$ cat src/rtl/param_fifo_pkg.sv
// param_fifo_pkg: default FIFO geometry/threshold constants and count-width helper
package param_fifo_pkg;
  localparam int DEF_WIDTH = 16;
  localparam int DEF_DEPTH = 8;
  localparam int DEF_AE_THRESH = 2;
  function automatic int cnt_w(input int depth);
    return $clog2(depth + 1);
  endfunction
endpackage

$ cat src/rtl/param_fifo_mem.sv
// param_fifo_mem: unreset storage, one write port, one registered read port (holds when re=0); ports clk, we/waddr/wdata, re/raddr, rdata
module param_fifo_mem #(
  parameter int W = 16,
  parameter int D = 8,
  parameter int AW = 3
) (
  input  logic          clk,
  input  logic          we,
  input  logic [AW-1:0] waddr,
  input  logic [W-1:0]  wdata,
  input  logic          re,
  input  logic [AW-1:0] raddr,
  output logic [W-1:0]  rdata
);
  logic [W-1:0] mem [D];
  always_ff @(posedge clk) begin
    if (we) mem[waddr] <= wdata;
    if (re) rdata <= mem[raddr];
  end
endmodule

$ cat src/rtl/param_fifo.sv
// param_fifo: synchronous FIFO, 1-cycle read latency, registered ack/overflow/underflow pulses, combinational status; clk/rst, data_in/wr_en/rd_en in, data_out/wr_ack/overflow/underflow/full/empty/almostfull/almostempty out; PARAM_FIFO_COUNT_EN adds count output
module param_fifo
  import param_fifo_pkg::*;
#(
  parameter int FIFO_WIDTH = DEF_WIDTH,
  parameter int FIFO_DEPTH = DEF_DEPTH,
  parameter int AF_THRESH = FIFO_DEPTH - 2,
  parameter int AE_THRESH = DEF_AE_THRESH
) (
  input  logic                  clk,
  input  logic                  rst,
  input  logic [FIFO_WIDTH-1:0] data_in,
  input  logic                  wr_en,
  input  logic                  rd_en,
  output logic [FIFO_WIDTH-1:0] data_out,
  output logic                  wr_ack,
  output logic                  overflow,
  output logic                  underflow,
  output logic                  full,
  output logic                  empty,
  output logic                  almostfull,
  output logic                  almostempty
`ifdef PARAM_FIFO_COUNT_EN
  ,
  output logic [cnt_w(FIFO_DEPTH)-1:0] count
`endif
);
  localparam int AW = $clog2(FIFO_DEPTH);
  localparam int CW = cnt_w(FIFO_DEPTH);
  localparam logic [AW-1:0] LAST = AW'(FIFO_DEPTH - 1);
  if (FIFO_WIDTH < 1 || FIFO_DEPTH < 2 || AE_THRESH < 1 || AE_THRESH >= AF_THRESH || AF_THRESH > FIFO_DEPTH - 1) begin : g_bad_params
    $error("param_fifo: illegal FIFO_WIDTH/FIFO_DEPTH/AE_THRESH/AF_THRESH");
  end
  logic [AW-1:0] wr_ptr, rd_ptr;
  logic [CW-1:0] cnt;
  logic [FIFO_WIDTH-1:0] rdata;
  logic dout_vld;
  logic wr_acc, rd_acc;
  assign full = cnt == CW'(FIFO_DEPTH);
  assign empty = cnt == '0;
  assign almostfull = cnt >= CW'(AF_THRESH) && !full;
  assign almostempty = !empty && cnt <= CW'(AE_THRESH);
  assign wr_acc = wr_en && (!full || rd_en);
  assign rd_acc = rd_en && !empty;
  // storage read register has no reset, so data_out reads zero until the first accepted read after reset
  assign data_out = dout_vld ? rdata : '0;
`ifdef PARAM_FIFO_COUNT_EN
  assign count = cnt;
`endif
  always_ff @(posedge clk or posedge rst) begin
    if (rst) begin
      wr_ptr <= '0;
      rd_ptr <= '0;
      cnt <= '0;
      dout_vld <= 1'b0;
      wr_ack <= 1'b0;
      overflow <= 1'b0;
      underflow <= 1'b0;
    end else begin
      if (wr_acc) wr_ptr <= wr_ptr == LAST ? '0 : wr_ptr + AW'(1);
      if (rd_acc) rd_ptr <= rd_ptr == LAST ? '0 : rd_ptr + AW'(1);
      if (wr_acc && !rd_acc) cnt <= cnt + CW'(1);
      else if (rd_acc && !wr_acc) cnt <= cnt - CW'(1);
      dout_vld <= dout_vld | rd_acc;
      wr_ack <= wr_acc;
      overflow <= wr_en && !wr_acc;
      underflow <= rd_en && !rd_acc;
    end
  end
  param_fifo_mem #(.W(FIFO_WIDTH), .D(FIFO_DEPTH), .AW(AW)) u_mem (
    .clk(clk),
    .we(wr_acc),
    .waddr(wr_ptr),
    .wdata(data_in),
    .re(rd_acc),
    .raddr(rd_ptr),
    .rdata(rdata)
  );
endmodule

$ cat config.mk
export PLATFORM = sky130hd
export DESIGN_NAME = param_fifo
export DESIGN_NICKNAME = d
export VERILOG_FILES = /design/src/rtl/param_fifo_pkg.sv /design/src/rtl/param_fifo_mem.sv /design/src/rtl/param_fifo.sv
export SDC_FILE = /design/constraint.sdc
export NUM_CORES = 1
export LEC_CHECK = 0
export ABC_AREA = 1
export CAP_MARGIN = 20
export CORE_MARGIN = 2
export CORE_UTILIZATION = 38
export CTS_BUF_LIST = sky130_fd_sc_hd__clkbuf_8 sky130_fd_sc_hd__clkbuf_16
export CTS_CLUSTER_SIZE = 20
export DETAILED_ROUTE_END_ITERATION = 16
export SLEW_MARGIN = 40
export SYNTH_ARGS = -nofsm -noshare
export SYNTH_HDL_FRONTEND = slang
export SYNTH_SLANG_ARGS = --single-unit
$ cat constraint.sdc
create_clock -name clk -period 5.7 [get_ports clk]
set_input_delay 1.425 -clock clk [delete_from_list [all_inputs] [get_ports clk]]
set_output_delay 1.425 -clock clk [all_outputs]
set_load 0.005 [all_outputs]
==> results of run 1 <==
## state kept, by name (all words and copies together) (netlist names)
| register | cells |
|---|---|
| underflow | 1 |
| wr_ptr | 3 |
| dout_vld | 1 |
| u_mem.rdata | 16 |
| cnt | 4 |
| wr_ack | 1 |
| rd_ptr | 3 |
| u_mem.mem | 128 |
| overflow | 1 |
## where the power goes
part	internal [mW]	switching (mW)	total, mW	leakage (nW)
sequential	1.53	0.107	1.64	1.49
clock	0.625	0.412	1.04	0.276
combinational	0.458	0.799	1.26	1.28
## layout make-up
| class | count | area, µm² | share of cell area [%] |
|---|---|---|---|
| clock inverters | 15 | 112.6 | 1.454 |
| repair buffers | 47 | 457.9 | 5.914 |
| inverters | 36 | 137.6 | 1.777 |
| clock buffers | 17 | 425.4 | 5.494 |
| multi-input cells | 364 | 1654 | 21.36 |
| well taps | 225 | 281.5 | 3.635 |
| flip-flops and latches | 158 | 4674 | 60.37 |
## cells in the mapped netlist
library cell    n  share of area, %
fa_1            1              0.31
nand3_1         7              0.53
xnor2_1         2              0.27
edfxtp_1      144                66
inv_2           7              0.40
o21ai_0        34               2.6
nor2_1         39               2.2
buf_4           2              0.23
o21ai_1        35               2.7
dfrtp_1        14               5.3
a21oi_1         3              0.23
nand4_2         1              0.19
nor2_2          1             0.095
or2_1           1             0.095
buf_1           1             0.057
nand2_1       222                13
nor3_1          9              0.69
ha_1            7               1.3
buf_2           9              0.69
inv_1          29               1.7
or2_2           1             0.095
buf_6           6               1.0
nand2_2         1             0.095
clkbuf_1        9              0.52
## cells in the final DEF, fill, tap and decap left out, types with 2 or more instances in the layout
cell type and instances:
inv_2 6, clkinv_2 3, nand3_1 7, ha_1 7
inv_1 32, xnor2_1 2, bufinv_16 2, dfrtp_1 14
a21oi_1 3, nand2_1 222, buf_4 5, nor3_4 5
o21ai_0 34, nor2_1 39, clkbuf_16 17, clkinv_1 7
clkdlybuf4s50_1 42, nor3_2 3, edfxtp_1 144, o21ai_1 35
## critical path, stage by stage
cell and delay, ps:
clkdlybuf4s50_1 430, inv_1 100, nand4_2 170, nand2_1 610, inv_2 80, ha_1 220
inv_1 140, ha_1 300, or2_2 290, nand2_1 80, nand2_1 50, nand3_1 70
nand2_1 50
## cell families (layout without fill, tap and decap cells)
| group | Yosys count | count (layout) | synth area share, % |
|---|---|---|---|
| AND/OR/NAND/NOR | 282 | 282 | 16.73 |
| flip-flops | 158 | 158 | 71.28 |
| AO/OA/AOI/OAI | 72 | 72 | 5.495 |
| XOR/XNOR | 2 | 2 | 0.2672 |
| buffers and inverters | 63 | 115 | 4.579 |
| adder cells (fa/ha/maj) | 8 | 8 | 1.641 |
## layer usage
metal  global-route usage, %  vias to the layer above  share of wire, %  routed length, µm
li1                        -                     2034                 -                  -
met1                   21.22                     1968                48               6285
met2                   24.20                       80                47               6160
met3                   3.330                       16               3.8                507
met4                   6.076                        0               1.7                219
met5                       0                        -                 0                  0
## how the worst min path moves through the flow
stage	start	to	slack, ps	cells past startpoint
after floorplan	wr_ptr[1]	wr_ptr[1]	510	2
after global placement	cnt[2]	cnt[2]	560	2
after detailed placement	wr_ptr[2]	wr_ptr[2]	580	2
after CTS	wr_ptr[2]	wr_ptr[2]	600	2
after global routing	wr_ptr[2]	wr_ptr[2]	640	2
final	wr_ptr[1]	wr_ptr[1]	600	2
==> results.json, run 1 <==
{
  "min_period_ps": 3691,
  "nNetsFinal": 652,
  "antenna_cells": 0,
  "worstSetupEndpointType": "flop",
  "wirelength_um": 13170,
  "post_cts_buffers": 0,
  "ff2ff_path_depth": 12,
  "start_kind": "primary input",
  "final_cell_area_mm2": 0.007744,
  "cts_tree": "built",
  "gp_congestion": 0.7614,
  "status": "completed",
  "fin_tns_setup_ps": 0,
  "finClkSkew_ps": 6.451,
  "fin_util_pct": 45.40,
  "num-fill-cells": 1603,
  "finalPower_mw": 3.934,
  "wl_per_cell_um": 15.28,
  "final_layout_size_suffix_gt1_share_pct": 7.221,
  "place_ws_ps": 1583,
  "finalNonFillerCells": 862,
  "drv_slew": 0,
  "synth_fp_nets": 613,
  "syn_inst": 585,
  "yosys_warnings": 0,
  "dieArea_mm2": 0.01832,
  "hold_class": "flop to flop",
  "timing.hold.ws_ps": 599.5,
  "required_ps": 6020,
  "power_density_mw_per_mm2": 508.0,
  "arrival_ps": 4010,
  "cap_violations": 0,
  "peakVddDrop_mv": 0.2726,
  "globalRouteOverflowTotal": 0,
  "place_hpwl_um": 8553,
  "cts_made_buffers": 17,
  "grt_usage_pct": 15.46,
  "start_util_pct": 38.45,
  "yosysSeqAreaShare_pct": 71.28,
  "hold_buffers": 0,
  "endpoint": "cnt[3]",
  "power_leakage_nw": 3.047,
  "antenna_left": 0,
  "clkLatencyLatePin_ps": 420,
  "placedCellCount": 830,
  "placed_cell_area_mm2": 0.007206,
  "grt_pass1_vias": 3997,
  "cp_max_fo": 12,
  "crit_type": "primary input to flop",
  "r2r-end": "cnt[3]",
  "cts_resized": 0,
  "fmax_ghz": 0.2710,
  "worstMarginPinSlew_ps": 789.7,
  "design.core.area_mm2": 0.01706,
  "clk_pin_slew_worst_paths_ps": 60,
  "drc": 0,
  "ys_ff_latch": 158,
  "io_buffers": 42,
  "regToRegSetupSlack_ps": 2860,
  "vias": 4098,
  "area_growth_syn_to_layout_pct": 18.09,
  "startpoint": "rd_en",
  "setup_violations": 0,
  "r2r-start": "cnt[1]",
  "drtIter0Drc": 414,
  "syn_area_mm2": 0.006558,
  "antenna_found_initial": 0,
  "clk_path_buf_depth": 2,
  "num_rows": 48,
  "root_buffer": "clkbuf_16",
  "synth_cell_types": 24,
  "h-tree-depth": 4,
  "die_x_um": 135.4,
  "post-route-period-util_pct": 64.75,
  "cts.sinks": 158,
  "grt_first_pass_wirelength_um": 21080,
  "grt_setup_unrepaired": "false",
  "dr.pass1.iters": 4,
  "vias_per_cell": 4.754,
  "slew_headroom_pct": 47.18,
  "worst_slack_ps": 2009,
  "grt_max_degree": 68,
  "fp.dieH_um": 135.4,
  "syn_area_per_cell_um2": 11.21,
  "hold_violations": 0,
  "ioPinCount": 43
}
No activity file was read; power rests on OpenSTA's default activity.
==> run 2: changes to the inputs <==
==> constraint.sdc (replaced) <==
create_clock -name clk -period 3.45 [get_ports clk]
set_input_delay 0.8625 -clock clk [delete_from_list [all_inputs] [get_ports clk]]
set_output_delay 0.8625 -clock clk [all_outputs]
set_load 0.005 [all_outputs]
==> run 2 against run 1 <==
Compared with the run above: worst hold slack got worse by 30 ps; via count down 0.29%; sequential power rose by 63%; register-to-register slack lost 1700 ps; setup slack worse by 1300 ps; die area is the same; sequential share of layout area fell by 0.68 points; power increased by 68%; routed wire length is 2.1% lower; cell area is 1.1% higher; critical path type is now flop to primary output.
==> results.json, run 2 (synthesized netlist as in run 1, its figures left out) <==
{
  "wl_per_cell_um": 14.79,
  "fmax_ghz": 0.3612,
  "peakVddDrop_mv": 0.4228,
  "clk_path_buf_depth": 2,
  "largestRegisters": "u_mem.mem: 128 flops, u_mem.rdata: 16 flops, cnt: 4 flops",
  "dr.pass1.iters": 5,
  "crit_type": "flop to primary output",
  "cts_resized": 0,
  "min_period_ps": 2768,
  "antenna_left": 0,
  "final_cell_mix": "222 x nand2_1, 144 x edfxtp_1, 42 x clkdlybuf4s50_1, 39 x nor2_1, 35 x o21ai_1",
  "antenna_found_initial": 0,
  "final_layout_size_suffix_gt1_share_pct": 9.274,
  "nNetsFinal": 662,
  "final_common_cell": "nand2_1",
  "clkLatencyLatePin_ps": 420,
  "cts_tree": "built",
  "worstMarginPinSlew_ps": 675.8,
  "largest_register_ffs": 128,
  "fin_tns_setup_ps": 0,
  "final_cell_area_mm2": 0.007831,
  "post_cts_buffers": 0,
  "globalRouteOverflowTotal": 0,
  "place_hpwl_um": 7782,
  "design.core.area_mm2": 0.01706,
  "power_leakage_nw": 3.105,
  "gp_congestion": 0.7521,
  "wirelength_um": 12900,
  "num_rows": 48,
  "largest-register": "u_mem.mem",
  "drtIter0Drc": 332,
  "fp.dieH_um": 135.4,
  "cap_violations": 0,
  "ioPinCount": 43,
  "grt_pass1_vias": 4072,
  "fin_util_pct": 45.91,
  "hold_buffers": 0,
  "finalPower_mw": 6.600,
  "clk_pin_slew_worst_paths_ps": 60,
  "antenna_cells": 0,
  "cts.sinks": 158,
  "post-route-period-util_pct": 80.24,
  "drc": 0,
  "hold_class": "flop to flop",
  "grt_max_degree": 67,
  "cts_made_buffers": 17,
  "vias_per_cell": 4.686,
  "power_density_mw_per_mm2": 842.8,
  "dieArea_mm2": 0.01832,
  "start_kind": "flop",
  "root_buffer": "clkbuf_16",
  "setup_violations": 0,
  "grt_first_pass_wirelength_um": 20710,
  "area_growth_syn_to_layout_pct": 19.42,
  "die_x_um": 135.4,
  "cp_max_fo": 6,
  "drv_slew": 0,
  "arrival_ps": 1910,
  "finClkSkew_ps": 8.801,
  "io_buffers": 42,
  "status": "completed",
  "grt_usage_pct": 15.25,
  "placed_cell_area_mm2": 0.007259,
  "start_util_pct": 38.45,
  "grt_setup_unrepaired": "false",
  "worstSetupEndpointType": "primary output",
  "slew_headroom_pct": 54.95,
  "hold_violations": 0,
  "h-tree-depth": 4,
  "vias": 4086,
  "required_ps": 2590
}
-- run 2: cell types whose count changed in the layout (fill, tap and decap cells not counted) --
cell and delta:
buf_12 +1, inv_1 +2, inv_4 -1, buf_4 +9
nor3_4 -5, inv_2 +1, clkinv_1 -6, clkbuf_8 +3
nor3_2 +5, clkinvlp_4 +1
-- run 2: metrics by stage --
step,instances,hold slack [ps],worst slack (ps)
after global placement,840,536.9,501.6
after global routing,872,614.4,550.8
after detailed placement,840,557.5,432.6
final,872,569.5,681.7
after floorplan,585,507.9,637.3
after CTS,872,575.6,648.7
-- run 2: power breakdown --
| group | leakage, nW | switching, mW | internal [mW] |
|---|---|---|---|
| Combinational | 1.32 | 1.36 | 0.793 |
| Sequential | 1.49 | 0.145 | 2.53 |
| Clock | 0.299 | 0.668 | 1.10 |
| Total | 3.11 | 2.18 | 4.42 |
-- run 2: critical path, cell delays in order (launching register included) --
cell and delay [ps]:
dfrtp_1 460, nor2_2 210, inv_2 60, nor3_1 200, clkdlybuf4s50_1 550
-- run 2: path summary, 6_finish.rpt --
check	endpoint	startpoint	slack (ps)	depth (start not counted)
setup / recovery	full	cnt[1]	680	4
hold / removal	wr_ptr[1]	wr_ptr[1]	570	2
setup reg to reg	cnt[3]	cnt[1]	1160	12
hold reg to reg	wr_ptr[1]	wr_ptr[1]	570	2
max in group asynchronous	wr_ptr[1]	rst	2210	2
min in group asynchronous	dout_vld	rst	820	2
-- run 2: final cells by class --
type | instances | area (µm²)
multi-input combinational | 364 | 1623
fill | 1573 | 9225
sequential | 158 | 4674
clock inverter | 12 | 105.1
clock buffer | 20 | 466.7
inverter | 36 | 135.1
timing repair buffer | 57 | 545.5
tap | 225 | 281.5
-- run 2: per-layer routing --
layer	wire length, µm	track usage [%]
met2	6417	26.03
met5	0	0
met3	587	4.115
met4	191	5.961
met1	5703	18.49
==> run 3: changes to the inputs <==
==> constraint.sdc (replaced) <==
create_clock -name clk -period 2.7 [get_ports clk]
set_input_delay 0.675 -clock clk [delete_from_list [all_inputs] [get_ports clk]]
set_output_delay 0.675 -clock clk [all_outputs]
set_load 0.005 [all_outputs]
==> run 3 against run 2 <==
Compared with the run above: die area is the same; sequential power grew 29%; critical endpoint unchanged; clock skew shrank 2.2 ps; cell count rose by 0.46%; clock power rose by 26%; non-clock buffer count is 4 higher; routed wire length down 0.74%; flip-flop and latch count stayed put; count of clock-buffer cells in the layout down 3.
==> results.json, run 3 (synthesized netlist as in run 1, its figures left out) <==
{
  "finClkSkew_ps": 6.563,
  "cts.sinks": 158,
  "post-route-period-util_pct": 94.07,
  "worstSetupEndpointType": "primary output",
  "power_leakage_nw": 3.097,
  "start_util_pct": 38.45,
  "largest_register_ffs": 128,
  "required_ps": 2030,
  "fmax_ghz": 0.3937,
  "cap_violations": 0,
  "grt_first_pass_wirelength_um": 20510,
  "dieArea_mm2": 0.01832,
  "grt_usage_pct": 15.13,
  "die_x_um": 135.4,
  "num_rows": 48,
  "regToRegSetupSlack_ps": 620,
  "drc": 0,
  "hp-start": "wr_ptr[2]",
  "area_growth_syn_to_layout_pct": 19.82,
  "cts_made_buffers": 17,
  "status": "completed",
  "startpoint": "cnt[1]",
  "io_buffers": 42,
  "design.core.area_mm2": 0.01706,
  "cts_tree": "built",
  "hold_class": "flop to flop",
  "antenna_cells": 0,
  "worstMarginPinSlew_ps": 665.5,
  "ioPinCount": 43,
  "hold_violations": 0,
  "drtIter0Drc": 395,
  "setup_violations": 0,
  "hold_buffers": 0,
  "cts_resized": 0,
  "clk_path_buf_depth": 2,
  "clkLatencyLatePin_ps": 410,
  "grt_max_degree": 67,
  "final_layout_size_suffix_gt1_share_pct": 10.14,
  "antenna_found_initial": 0,
  "nNetsFinal": 666,
  "crit_type": "flop to primary output",
  "place_hpwl_um": 8203,
  "min_period_ps": 2540,
  "dr.pass1.iters": 5,
  "largestRegisters": "u_mem.mem: 128 flops, u_mem.rdata: 16 flops, cnt: 4 flops",
  "cp_max_fo": 6,
  "power_frac_seq_pct": 41.3,
  "clk_pin_slew_worst_paths_ps": 60,
  "wl_per_cell_um": 14.62,
  "arrival_ps": 1860,
  "grt_setup_unrepaired": "false",
  "fin_tns_setup_ps": 0,
  "antenna_left": 0,
  "grt_pass1_vias": 4006,
  "switching_share_pct": 33.13,
  "p_int_mw": 5.609,
  "vias_per_cell": 4.660,
  "h-tree-depth": 4,
  "gp_congestion": 0.7928,
  "fp.dieH_um": 135.4,
  "post_cts_buffers": 0,
  "globalRouteOverflowTotal": 0,
  "root_buffer": "clkbuf_16",
  "p_switching_mw": 2.780,
  "peakVddDrop_mv": 0.4472,
  "r2r-start": "cnt[1]",
  "wirelength_um": 12800,
  "largest-register": "u_mem.mem",
  "power_density_mw_per_mm2": 1068,
  "slew_headroom_pct": 55.58,
  "p_comb_share_pct": 32.2,
  "final_common_cell": "nand2_1",
  "place_ws_ps": 75.13,
  "worst_slack_ps": 160.0,
  "vias": 4082,
  "start_kind": "flop",
  "pwr-share-clk_pct": 26.5,
  "drv_slew": 0,
  "final_cell_mix": "222 x nand2_1, 144 x edfxtp_1, 42 x clkdlybuf4s50_1, 39 x nor2_1, 35 x o21ai_1"
}
-- run 3: cell types whose count changed in the layout (fill, tap and decap cells not counted) --
cell        delta
buf_12         +1
buf_4          +3
clkbuf_8       -3
clkinv_1       +2
clkinv_2       +2
clkinvlp_4     +3
inv_1          -4
-- run 3: final timing paths --
check                       endpoint  depth (start not counted)
setup / recovery                full                          4
hold / removal             wr_ptr[2]                          2
setup reg to reg              cnt[3]                         11
hold reg to reg            wr_ptr[2]                          2
max in group asynchronous  underflow                          2
min in group asynchronous   dout_vld                          2
-- run 3: power by group through the flow --
stage	clock network [mW]	logic, mW	registers [mW]
4_1_cts	2.27	2.74	3.47
3_5_place_dp	0	2.72	3.52
3_3_place_gp	0	2.66	3.50
6_report	2.23	2.70	3.46
5_1_grt	2.38	3.09	3.51
2_1_floorplan	0	1.84	3.43
-- run 3: critical path, cell delays in order, from the launching register on --
cell,delay [ps]
dfrtp_1,460
nor2_2,200
inv_2,60
nor3_1,190
clkdlybuf4s50_1,540
-- run 3: cell type report --
type / instances / area (µm²)
Sequential cell: 158 / 4674
Clock buffer: 17 / 425.4
Fill cell: 1585 / 9199
Tap cell: 225 / 281.5
Clock inverter: 15 / 130.1
Timing Repair Buffer: 61 / 588.1
Inverter: 36 / 135.1
Multi-Input combinational cell: 364 / 1623
-- run 3: per-stage QoR --
stage	hold slack [ps]	util [%]	instances	cell area [µm²]	power (mW)
after floorplan	507.9	-	585	6558	5.274
final	571.8	46.07	876	7858	8.389
after global placement	535.9	42.81	844	7302	6.165
after detailed placement	558.9	42.81	844	7302	6.241
after global routing	617.2	46.07	876	7858	8.991
after CTS	573.9	46.07	876	7858	8.473
-- run 3: per-layer routing --
metal	vias to the layer above	global-route usage (%)	routed length, µm
li1	2059	-	-
met1	1906	20.00	5857
met2	105	24.28	6105
met3	12	4.040	662
met4	0	5.266	179
met5	-	0	0
